`src/rtl/fp_add_pkg.sv`:
```
// Shared types and constants for the two-requester floating-point add arbiter.
package fp_add_pkg;
    typedef enum logic [1:0] {IDLE, BUSY, DONE} state_t;

    localparam int              FP_W    = 32;
    localparam int              LAT_MAX = 4;
    localparam logic [FP_W-1:0] FP_ZERO = 32'h0000_0000;
    localparam logic [FP_W-1:0] FP_ONE  = 32'h3F80_0000;
    localparam logic [FP_W-1:0] FP_QNAN = 32'h7FC0_0000;
endpackage

```
`src/rtl/fp_adder.sv`:
```
// Combinational IEEE-754 single-precision adder, round-to-nearest-even,
// gradual underflow, canonical quiet NaN for invalid operations.
module fp_adder
    import fp_add_pkg::*;
(
    input  logic [FP_W-1:0] a,
    input  logic [FP_W-1:0] b,
    output logic [FP_W-1:0] sum
);
    logic [FP_W-1:0] big, sml;
    logic [7:0]      big_e, sml_e, diff;
    logic [26:0]     big_m, sml_m, sml_mask, aligned, norm;
    logic [27:0]     raw;
    logic [8:0]      exp_n, shamt;
    logic [4:0]      lz;
    logic [24:0]     rounded;
    logic            a_nan, b_nan, a_inf, b_inf, round_up;

    always_comb begin
        // NOTE: every variable gets a default first so no path through the block infers a latch.
        sum      = FP_ZERO;
        sml_mask = '0;
        lz       = 5'd27;
        shamt    = '0;
        norm     = '0;
        a_nan = (&a[30:23]) && (|a[22:0]);
        b_nan = (&b[30:23]) && (|b[22:0]);
        a_inf = (&a[30:23]) && !(|a[22:0]);
        b_inf = (&b[30:23]) && !(|b[22:0]);
        if (a[30:0] < b[30:0]) begin
            big = b;
            sml = a;
        end else begin
            big = a;
            sml = b;
        end
        big_e = (big[30:23] == 8'd0) ? 8'd1 : big[30:23];
        sml_e = (sml[30:23] == 8'd0) ? 8'd1 : sml[30:23];
        big_m = {|big[30:23], big[22:0], 3'b000};
        sml_m = {|sml[30:23], sml[22:0], 3'b000};
        diff  = big_e - sml_e;
        // Bits shifted out of the smaller operand collapse into a sticky bit.
        if (diff >= 8'd27) begin
            aligned = {26'd0, |sml_m};
        end else begin
            sml_mask = (27'd1 << diff) - 27'd1;
            aligned  = (sml_m >> diff) | {26'd0, |(sml_m & sml_mask)};
        end
        raw = (big[31] ^ sml[31]) ? ({1'b0, big_m} - {1'b0, aligned})
                                  : ({1'b0, big_m} + {1'b0, aligned});
        exp_n = {1'b0, big_e};
        if (raw[27]) begin
            norm  = raw[27:1] | {26'd0, raw[0]};
            exp_n = exp_n + 9'd1;
        end else begin
            for (int i = 0; i < 27; i++) if (raw[i]) lz = 5'(26 - i);
            shamt = ({4'd0, lz} < exp_n - 9'd1) ? {4'd0, lz} : exp_n - 9'd1;
            norm  = raw[26:0] << shamt;
            exp_n = exp_n - shamt;
        end
        round_up = norm[2] && ((|norm[1:0]) || norm[3]);
        rounded  = {1'b0, norm[26:3]} + {24'd0, round_up};
        if (rounded[24]) begin
            rounded = rounded >> 1;
            exp_n   = exp_n + 9'd1;
        end
        if (a_nan || b_nan || (a_inf && b_inf && (a[31] != b[31]))) sum = FP_QNAN;
        else if (a_inf)              sum = a;
        else if (b_inf)              sum = b;
        else if (raw == 28'd0)       sum = {big[31] & sml[31], 31'd0};
        else if (exp_n >= 9'd255)    sum = {big[31], 8'hFF, 23'd0};
        else sum = {big[31], rounded[23] ? exp_n[7:0] : 8'd0, rounded[22:0]};
    end
endmodule

```
`src/rtl/fp_add_arbiter.sv`:
```
// Round-robin arbiter sharing one fp_adder between two requesters,
// one operation in flight, result held until the consumer accepts it.
module fp_add_arbiter
    import fp_add_pkg::*;
#(
    parameter int LAT = 2
) (
    input  logic            clk,
    input  logic            rst,
    input  logic            req0_valid,
    output logic            req0_ready,
    input  logic [FP_W-1:0] req0_a,
    input  logic [FP_W-1:0] req0_b,
    input  logic            req1_valid,
    output logic            req1_ready,
    input  logic [FP_W-1:0] req1_a,
    input  logic [FP_W-1:0] req1_b,
    output logic            res_valid,
    input  logic            res_ready,
    output logic [FP_W-1:0] res_data,
    output logic            res_id,
    output logic            busy
);
    localparam int         LAT_C    = (LAT < 1) ? 1 : ((LAT > LAT_MAX) ? LAT_MAX : LAT);
    localparam logic [1:0] CNT_LAST = 2'(LAT_C - 1);

    state_t          state;
    logic [1:0]      cnt;
    logic            last_grant, grant, hs;
    logic [FP_W-1:0] op_a, op_b, sum;

    // Under contention the requester not served last wins; ready never depends on res_ready.
    always_comb begin
        grant      = (req0_valid && req1_valid) ? ~last_grant : req1_valid;
        hs         = (state == IDLE) && !rst && (req0_valid || req1_valid);
        req0_ready = hs && !grant;
        req1_ready = hs && grant;
    end

    assign res_valid = (state == DONE);
    assign busy      = (state != IDLE);

    fp_adder u_adder (
        .a   (op_a),
        .b   (op_b),
        .sum (sum)
    );

    // NOTE: state registers use non-blocking assignments so every flop samples pre-edge values.
    always_ff @(posedge clk or posedge rst) begin
        if (rst) begin
            state      <= IDLE;
            cnt        <= '0;
            last_grant <= 1'b1;
            op_a       <= FP_ZERO;
            op_b       <= FP_ZERO;
            res_data   <= FP_ZERO;
            res_id     <= 1'b0;
        end else begin
            unique case (state)
                IDLE: if (hs) begin
                    state      <= BUSY;
                    cnt        <= '0;
                    last_grant <= grant;
                    res_id     <= grant;
                    op_a       <= grant ? req1_a : req0_a;
                    op_b       <= grant ? req1_b : req0_b;
                end
                BUSY: begin
                    cnt <= cnt + 2'd1;
                    if (cnt == CNT_LAST) begin
                        state    <= DONE;
                        res_data <= sum;
                    end
                end
                DONE:    if (res_ready) state <= IDLE;
                default: state <= IDLE;
            endcase
        end
    end
endmodule

```
`config.mk`:
```
export PLATFORM = sky130hd
export DESIGN_NAME = fp_add_arbiter
export DESIGN_NICKNAME = d
export VERILOG_FILES = /design/src/rtl/fp_add_pkg.sv /design/src/rtl/fp_adder.sv /design/src/rtl/fp_add_arbiter.sv
export SDC_FILE = /design/constraint.sdc
export NUM_CORES = 1
export LEC_CHECK = 0
export BUFFER_PORTS_ARGS = -buffer_cell sky130_fd_sc_hd__buf_2
export CORE_MARGIN = 8
export CORE_UTILIZATION = 53
export CTS_CLUSTER_DIAMETER = 120
export DETAILED_ROUTE_END_ITERATION = 16
export PLACE_DENSITY = 0.78
export SYNTH_ARGS = -nofsm -noshare
export SYNTH_HDL_FRONTEND = slang
export SYNTH_HIERARCHICAL = 1
export SYNTH_SLANG_ARGS = --single-unit
```
`constraint.sdc`:
```
create_clock -name clk -period 14.4 [get_ports clk]
set_input_delay 0.72 -clock clk [delete_from_list [all_inputs] [get_ports clk]]
set_output_delay 0.72 -clock clk [all_outputs]
set_load 0.02 [all_outputs]
```
==> results of run 1 <==
-- flip-flops by register name (all words and copies together) (netlist names) --
signal / count
res_id: 1
res_data: 32
state: 2
op_b: 32
last_grant: 1
cnt: 2
op_a: 32
-- stage by stage --
| step | cells | setup slack (ps) | utilization, % |
|---|---|---|---|
| after global placement | 3056 | -90.7 | 61.3 |
| final | 3113 | 273 | 65.7 |
| after floorplan | 2377 | 18.2 | - |
| after CTS | 3077 | 51.3 | 62.7 |
| after detailed placement | 3056 | -443 | 61.3 |
| after global routing | 3113 | -267 | 65.7 |
-- cells by family (layout without fill, tap and decap cells) --
family / count (synthesis) / after routing
xor+xnor: 73 / 73
mux: 110 / 110
fa+ha+maj: 109 / 109
buf+inv: 282 / 576
compound gates: 776 / 776
flops: 102 / 102
simple gates: 925 / 925
-- path summary, 6_finish.rpt --
kind	slack, ps	to	cells after the start	start
max in group asynchronous	12800	op_b[11]	3	rst
min reg2reg	500	cnt[0]	1	cnt[0]
max	270	res_data[9]	67	op_a[20]
max reg2reg	270	res_data[9]	67	op_a[20]
min in group clk	500	cnt[0]	1	cnt[0]
min	370	state[1]	2	rst
-- cells in the final DEF, fill, tap and decap left out, types with 16 or more instances in the layout --
master,count
a211oi_1,42
a21o_1,28
a21oi_1,137
a21oi_2,16
a221o_1,70
a31oi_1,35
and2_1,21
and3_1,25
buf_2,169
buf_4,258
dfrtp_1,96
ha_1,92
inv_1,103
mux2_2,41
mux2i_1,56
nand2_1,268
nand2b_1,21
nand3_1,81
nand4_1,31
nor2_1,189
nor2b_1,19
nor3_1,86
nor3_2,47
nor4_1,27
o211ai_1,35
o21ai_0,107
o21ai_1,21
o21bai_1,17
o31ai_1,18
or3_1,17
xnor2_1,43
xor2_1,23
-- routing by layer --
| layer | up-vias | part of all wire (%) |
|---|---|---|
| met1 | 10000 | 40 |
| met5 | - | 0 |
| li1 | 9568 | - |
| met3 | 289 | 11 |
| met4 | 0 | 5.6 |
| met2 | 1513 | 43 |
-- worst max-delay path, delay by kind of cell, from the launching register on --
family          cells  cell delay, ps
mux                 2             390
simple gates       20            4610
fa+ha+maj           6            1670
flops               1             490
buf+inv            14            1680
xor+xnor            2             480
compound gates     23            4760
-- repair_timing --
action	CTS	global route
pin swaps	2	56
endpoints found under the setup margin	31	31
gates resized for setup	13	163
setup buffers	5	34
hold buffers	0	0
gates cloned	0	2
-- layout make-up --
cell class	instances	area (sq um)
clock buffer	9	225
tap	442	553
multi-input combinational	1993	14400
timing repair buffer	442	3010
sequential	102	2560
inverter	118	448
clock inverter	7	91.3
fill	2831	11100
==> out/results.ini, run 1 <==
[outcome]
status = finished clean

[critical_path]
crit_slowest_cell = or4b_4
critical_path_class = register to register
critPathArrivalTime_ps = 14440
endpoint_kind = register
cp-start-kind = register
critPathMaxFanout = 9
crit_top_cell = buf_4
cp_data_required_time_ps = 14710
max_stage_delay_ps = 570

[synthesis]
synthTopCellsByCount = 269 x nand2_1, 196 x nor2_1, 154 x a21oi_1
syn_area_per_cell_sq_um = 7.33
ys_seq_area_share_pct = 14.7
synth_mux_area_share_pct = 7.15
synthXorXnorAreaFrac_pct = 3.78
synth_largest_area_cell = dfrtp_1
synth_top_area_share_pct = 14.5
syn_area_sq_mm = 0.0174
yosys.area_share.simple_pct = 26.9
synth_nets = 2618
syn_inst = 2377
synth-compound-area-share_pct = 32.4
synth_cell_types = 111
synth_edf_count = 0
synth-main-ff-cell = dfrtp_1
ys_top_cells_by_area = dfrtp_1 15%, ha_1 7.5%, nand2_1 5.8%
ys_seq_elements = 102
yosysMostFrequentCell = nand2_1
ys_async_sr_fraction_pct = 100
synth_top_family_by_area = compound AO/OA/AOI/OAI gates
synthAdderAreaFrac_pct = 7.94
synth_warnings = 6

[clocking]
numCtsBuffers = 9
htree_levels = 3
clock-sinks = 102
clkTransAtPathRegs_ps = 80
clockRootBuffer = clkbuf_16
clk_latency_ps = 370
cts_tree = yes
clock_tree.buffer_depth = 2

[global_routing]
grt_max_degree = 69
track_usage_pct = 37.0
overflow = 0
use_met3_pct = 8.06
grtUsageMet1_pct = 48.7
antenna_found_initial = 0
use_met2_pct = 57.2
grt_pass1_vias = 19900
grt_pass1_wl_um = 114000
busiest_layer = met2

[floorplan]
core_region_area_sq_mm = 0.0325
die_x_um = 197
row_count = 66
die_y_um = 197
ios = 170
start_util_pct = 53.7
die-area_sq_mm = 0.0389

[timing]
slew_headroom_pct = 29.7
skew_ps = 18.3
holdWs_ps = 374
tightest_slew_ps = 1040
slew_violations = 0
finalCritPeriodShare_pct = 98.1
setup_viol = 0
max_freq_mhz = 70.8
fin_crit_ps = 14130
setup_tns_ps = 0
hold_viol = 0

[routing]
drcViolationCount = 0
vias_per_cell = 6.87
dr.first_iter.drc_count = 2752
ant_nets = 0
wire_per_inst_um = 24.6
drt-pass1-iter-count = 8
vias = 21400
drt_wl_total_um = 76500

[layout]
area_growth_syn_to_layout_pct = 22.3
nets = 2907
n_antenna_cell = 0
drive_above_1_share_pct = 28.0
stdcell_area_sq_mm = 0.0213

[placement]
placed_area_sq_mm = 0.0199
portBuffers = 169
place.gp.congestion = 1.04
hpwl_um = 60100

[job]
maxCapViolations = 0

[min_path]
min_path_type = input pin to async pin

Power of run 1 is not shown: default switching activity piles up to over one toggle a cycle in this logic, so the estimate is an artifact.
==> inputs of run 2 (changes only) <==
Settings changed: ABC_AREA set to 1, PLACE_DENSITY 0.78 to 0.79.
==> out/results.ini, run 2 <==
[clocking]
clk_latency_ps = 370  ; about the same
numCtsBuffers = 9  ; unchanged
clkTransAtPathRegs_ps = 80  ; about the same
clockRootBuffer = clkbuf_16  ; unchanged
cts_tree = yes  ; unchanged
clock-sinks = 102  ; unchanged
htree_levels = 3  ; unchanged
clock_tree.buffer_depth = 2  ; unchanged

[job]
maxCapViolations = 0  ; unchanged

[critical_path]
max_stage_delay_ps = 630  ; was 570 ps
critPathMaxFanout = 29  ; was 9
endpoint_kind = register  ; unchanged
reg2reg_from = op_b[27]  ; was op_a[20]
crit_top_cell = nand2_1  ; was buf_4
cp-start-kind = register  ; unchanged
crit_slowest_cell = o21ai_0  ; was or4b_4
cp_data_required_time_ps = 14720  ; was 14,710 ps
startpoint = op_b[27]  ; was op_a[20]
critPathArrivalTime_ps = 13710  ; was 14,440 ps
critical_path_class = register to register  ; unchanged

[routing]
dr.first_iter.drc_count = 2397  ; was 2,752
drt_wl_total_um = 62300  ; was 76,500 um
drcViolationCount = 0  ; unchanged
drt-pass1-iter-count = 6  ; was 8
wire_per_inst_um = 17.4  ; was 24.6 um
vias_per_cell = 5.81  ; was 6.87
ant_nets = 0  ; unchanged
vias = 20800  ; was 21,400

[synthesis]
ys_seq_area_share_pct = 15.3  ; was 14.7%
ys_async_sr_fraction_pct = 100  ; unchanged
synth_edf_count = 0  ; unchanged
synth_top_area_share_pct = 25.8  ; was 14.5%
synth_warnings = 6  ; unchanged
yosys.area_share.simple_pct = 53.7  ; was 26.9%
synthXorXnorAreaFrac_pct = 1.92  ; was 3.78%
synth-main-ff-cell = dfrtp_1  ; unchanged
synth_largest_area_cell = nand2_1  ; was dfrtp_1
syn_inst = 3028  ; was 2,377
ys_top_cells_by_area = nand2_1 26%, dfrtp_1 15%, nand3_1 15%  ; was dfrtp_1 15%, ha_1 7.5%, nand2_1 5.8%
synthAdderAreaFrac_pct = 8.22  ; was 7.94%
synth_nets = 3269  ; was 2,618
yosysMostFrequentCell = nand2_1  ; unchanged
syn_area_per_cell_sq_um = 5.52  ; was 7.33 sq um
synth-compound-area-share_pct = 9.52  ; was 32.4%
synthTopCellsByCount = 1,151 x nand2_1, 496 x nand3_1, 286 x inv_1  ; was 269 x nand2_1, 196 x nor2_1, 154 x a21oi_1
syn_area_sq_mm = 0.0167  ; was 0.0174 sq mm
ys_seq_elements = 102  ; unchanged
synth_mux_area_share_pct = 0  ; was 7.15%
synth_top_family_by_area = simple AND/OR/NAND/NOR gates  ; was compound AO/OA/AOI/OAI gates
synth_cell_types = 63  ; was 111

[global_routing]
overflow = 0  ; unchanged
antenna_found_initial = 0  ; unchanged
grt_pass1_vias = 19200  ; was 19,900
track_usage_pct = 31.6  ; was 37.0%
grt_pass1_wl_um = 98900  ; was 114,000 um
grt_max_degree = 89  ; was 69

[timing]
slew_headroom_pct = 18.9  ; was 29.7%
layout_setup_ws_ps = 1000  ; was 273 ps
fin_crit_ps = 13400  ; was 14,130 ps
setup_viol = 0  ; unchanged
tightest_slew_ps = 1200  ; was 1040 ps
slew_violations = 0  ; unchanged
finalCritPeriodShare_pct = 93.0  ; was 98.1%
skew_ps = 16.3  ; was 18.3 ps
holdWs_ps = 369  ; was 374 ps
hold_viol = 0  ; unchanged
max_freq_mhz = 74.7  ; was 70.8 MHz

[layout]
finalCoreUtilization_pct = 59.8  ; was 65.7%
reg_top3 = op_a x32, op_b x32, res_data x32  ; unchanged
nets = 3412  ; was 2,907
nFillCells = 3121  ; was 2,831
drive_above_1_share_pct = 13.6  ; was 28.0%
final_cell_mix = 1,147 x nand2_1, 492 x nand3_1, 282 x inv_1, 214 x nor2_1, 169 x buf_2  ; was 268 x nand2_1, 258 x buf_4, 189 x nor2_1, 169 x buf_2, 137 x a21oi_1
n_antenna_cell = 0  ; unchanged
final_common_cell = nand2_1  ; unchanged
area_growth_syn_to_layout_pct = 11.9  ; was 22.3%

[floorplan]
die-area_sq_mm = 0.0375  ; was 0.0389 sq mm
start_util_pct = 53.4  ; was 53.7%
ios = 170  ; unchanged
core_region_area_sq_mm = 0.0313  ; was 0.0325 sq mm
die_x_um = 194  ; was 197 um
die_y_um = 194  ; was 197 um
row_count = 65  ; was 66

[outcome]
status = finished clean  ; unchanged

[placement]
portBuffers = 169  ; unchanged
place.gp.congestion = 1.04  ; about the same
hpwl_um = 50100  ; was 60,100 um
pre_cts_slack_ps = 369  ; was -443 ps

[min_path]
min_path_type = input pin to async pin  ; unchanged

run 2: path summary, 6_finish.rpt:
check,to,slack [ps],cells past startpoint
setup / recovery,res_data[25],1000,86
setup reg to reg,res_data[25],1000,86
max in group asynchronous,op_b[30],12780,3
min in group clk,res_data[31],470,2
hold / removal,cnt[0],370,2
hold reg to reg,res_data[31],470,2
run 2: layer usage:
metal	vias up	track usage (%)	wire (um)
met5	-	0	0
met4	0	11.4	2070
met3	150	5.92	6070
met2	1092	49.6	27100
met1	9422	42.7	27100
li1	10100	-	-
run 2: per-stage QoR:
stage	instances	setup TNS, ps	instance area, sq um
after global placement	3537	0	17900
after detailed placement	3537	0	17900
after global routing	3578	-509	18700
after CTS	3553	0	18300
final	3578	0	18700
after floorplan	3028	0	16700
run 2: layout make-up:
cell class / instances / area [sq um] / share of cell area, %
clock buffer: 9 / 225 / 1.20
multi-input combinational: 2477 / 12500 / 66.9
sequential: 102 / 2560 / 13.7
tap: 402 / 503 / 2.69
timing repair buffer: 262 / 1610 / 8.58
clock inverter: 7 / 101 / 0.542
inverter: 319 / 1210 / 6.47
run 2: what timing repair did:
action	4_1_cts	5_1_grt
endpoints found under the setup margin	0	31
gates resized for setup	0	57
hold buffers	0	0
buffers inserted	0	24
run 2: logic make-up after synthesis:
kind of cell / after synthesis
buffers and inverters: 450
adders and majority gates: 108
AOI/OAI and AO/OA: 273
xor gates and xnor gates: 34
and+or+nand+nor: 2061
DFF: 102
run 2: critical path: cells and delay by family, from the launching register on:
family	cells	cell delay (ps)
DFF	1	490
and+or+nand+nor	48	5400
buffers and inverters	14	2020
adders and majority gates	6	1850
xor gates and xnor gates	1	270
AOI/OAI and AO/OA	17	3260
Power of run 2 is left out for the same reason.
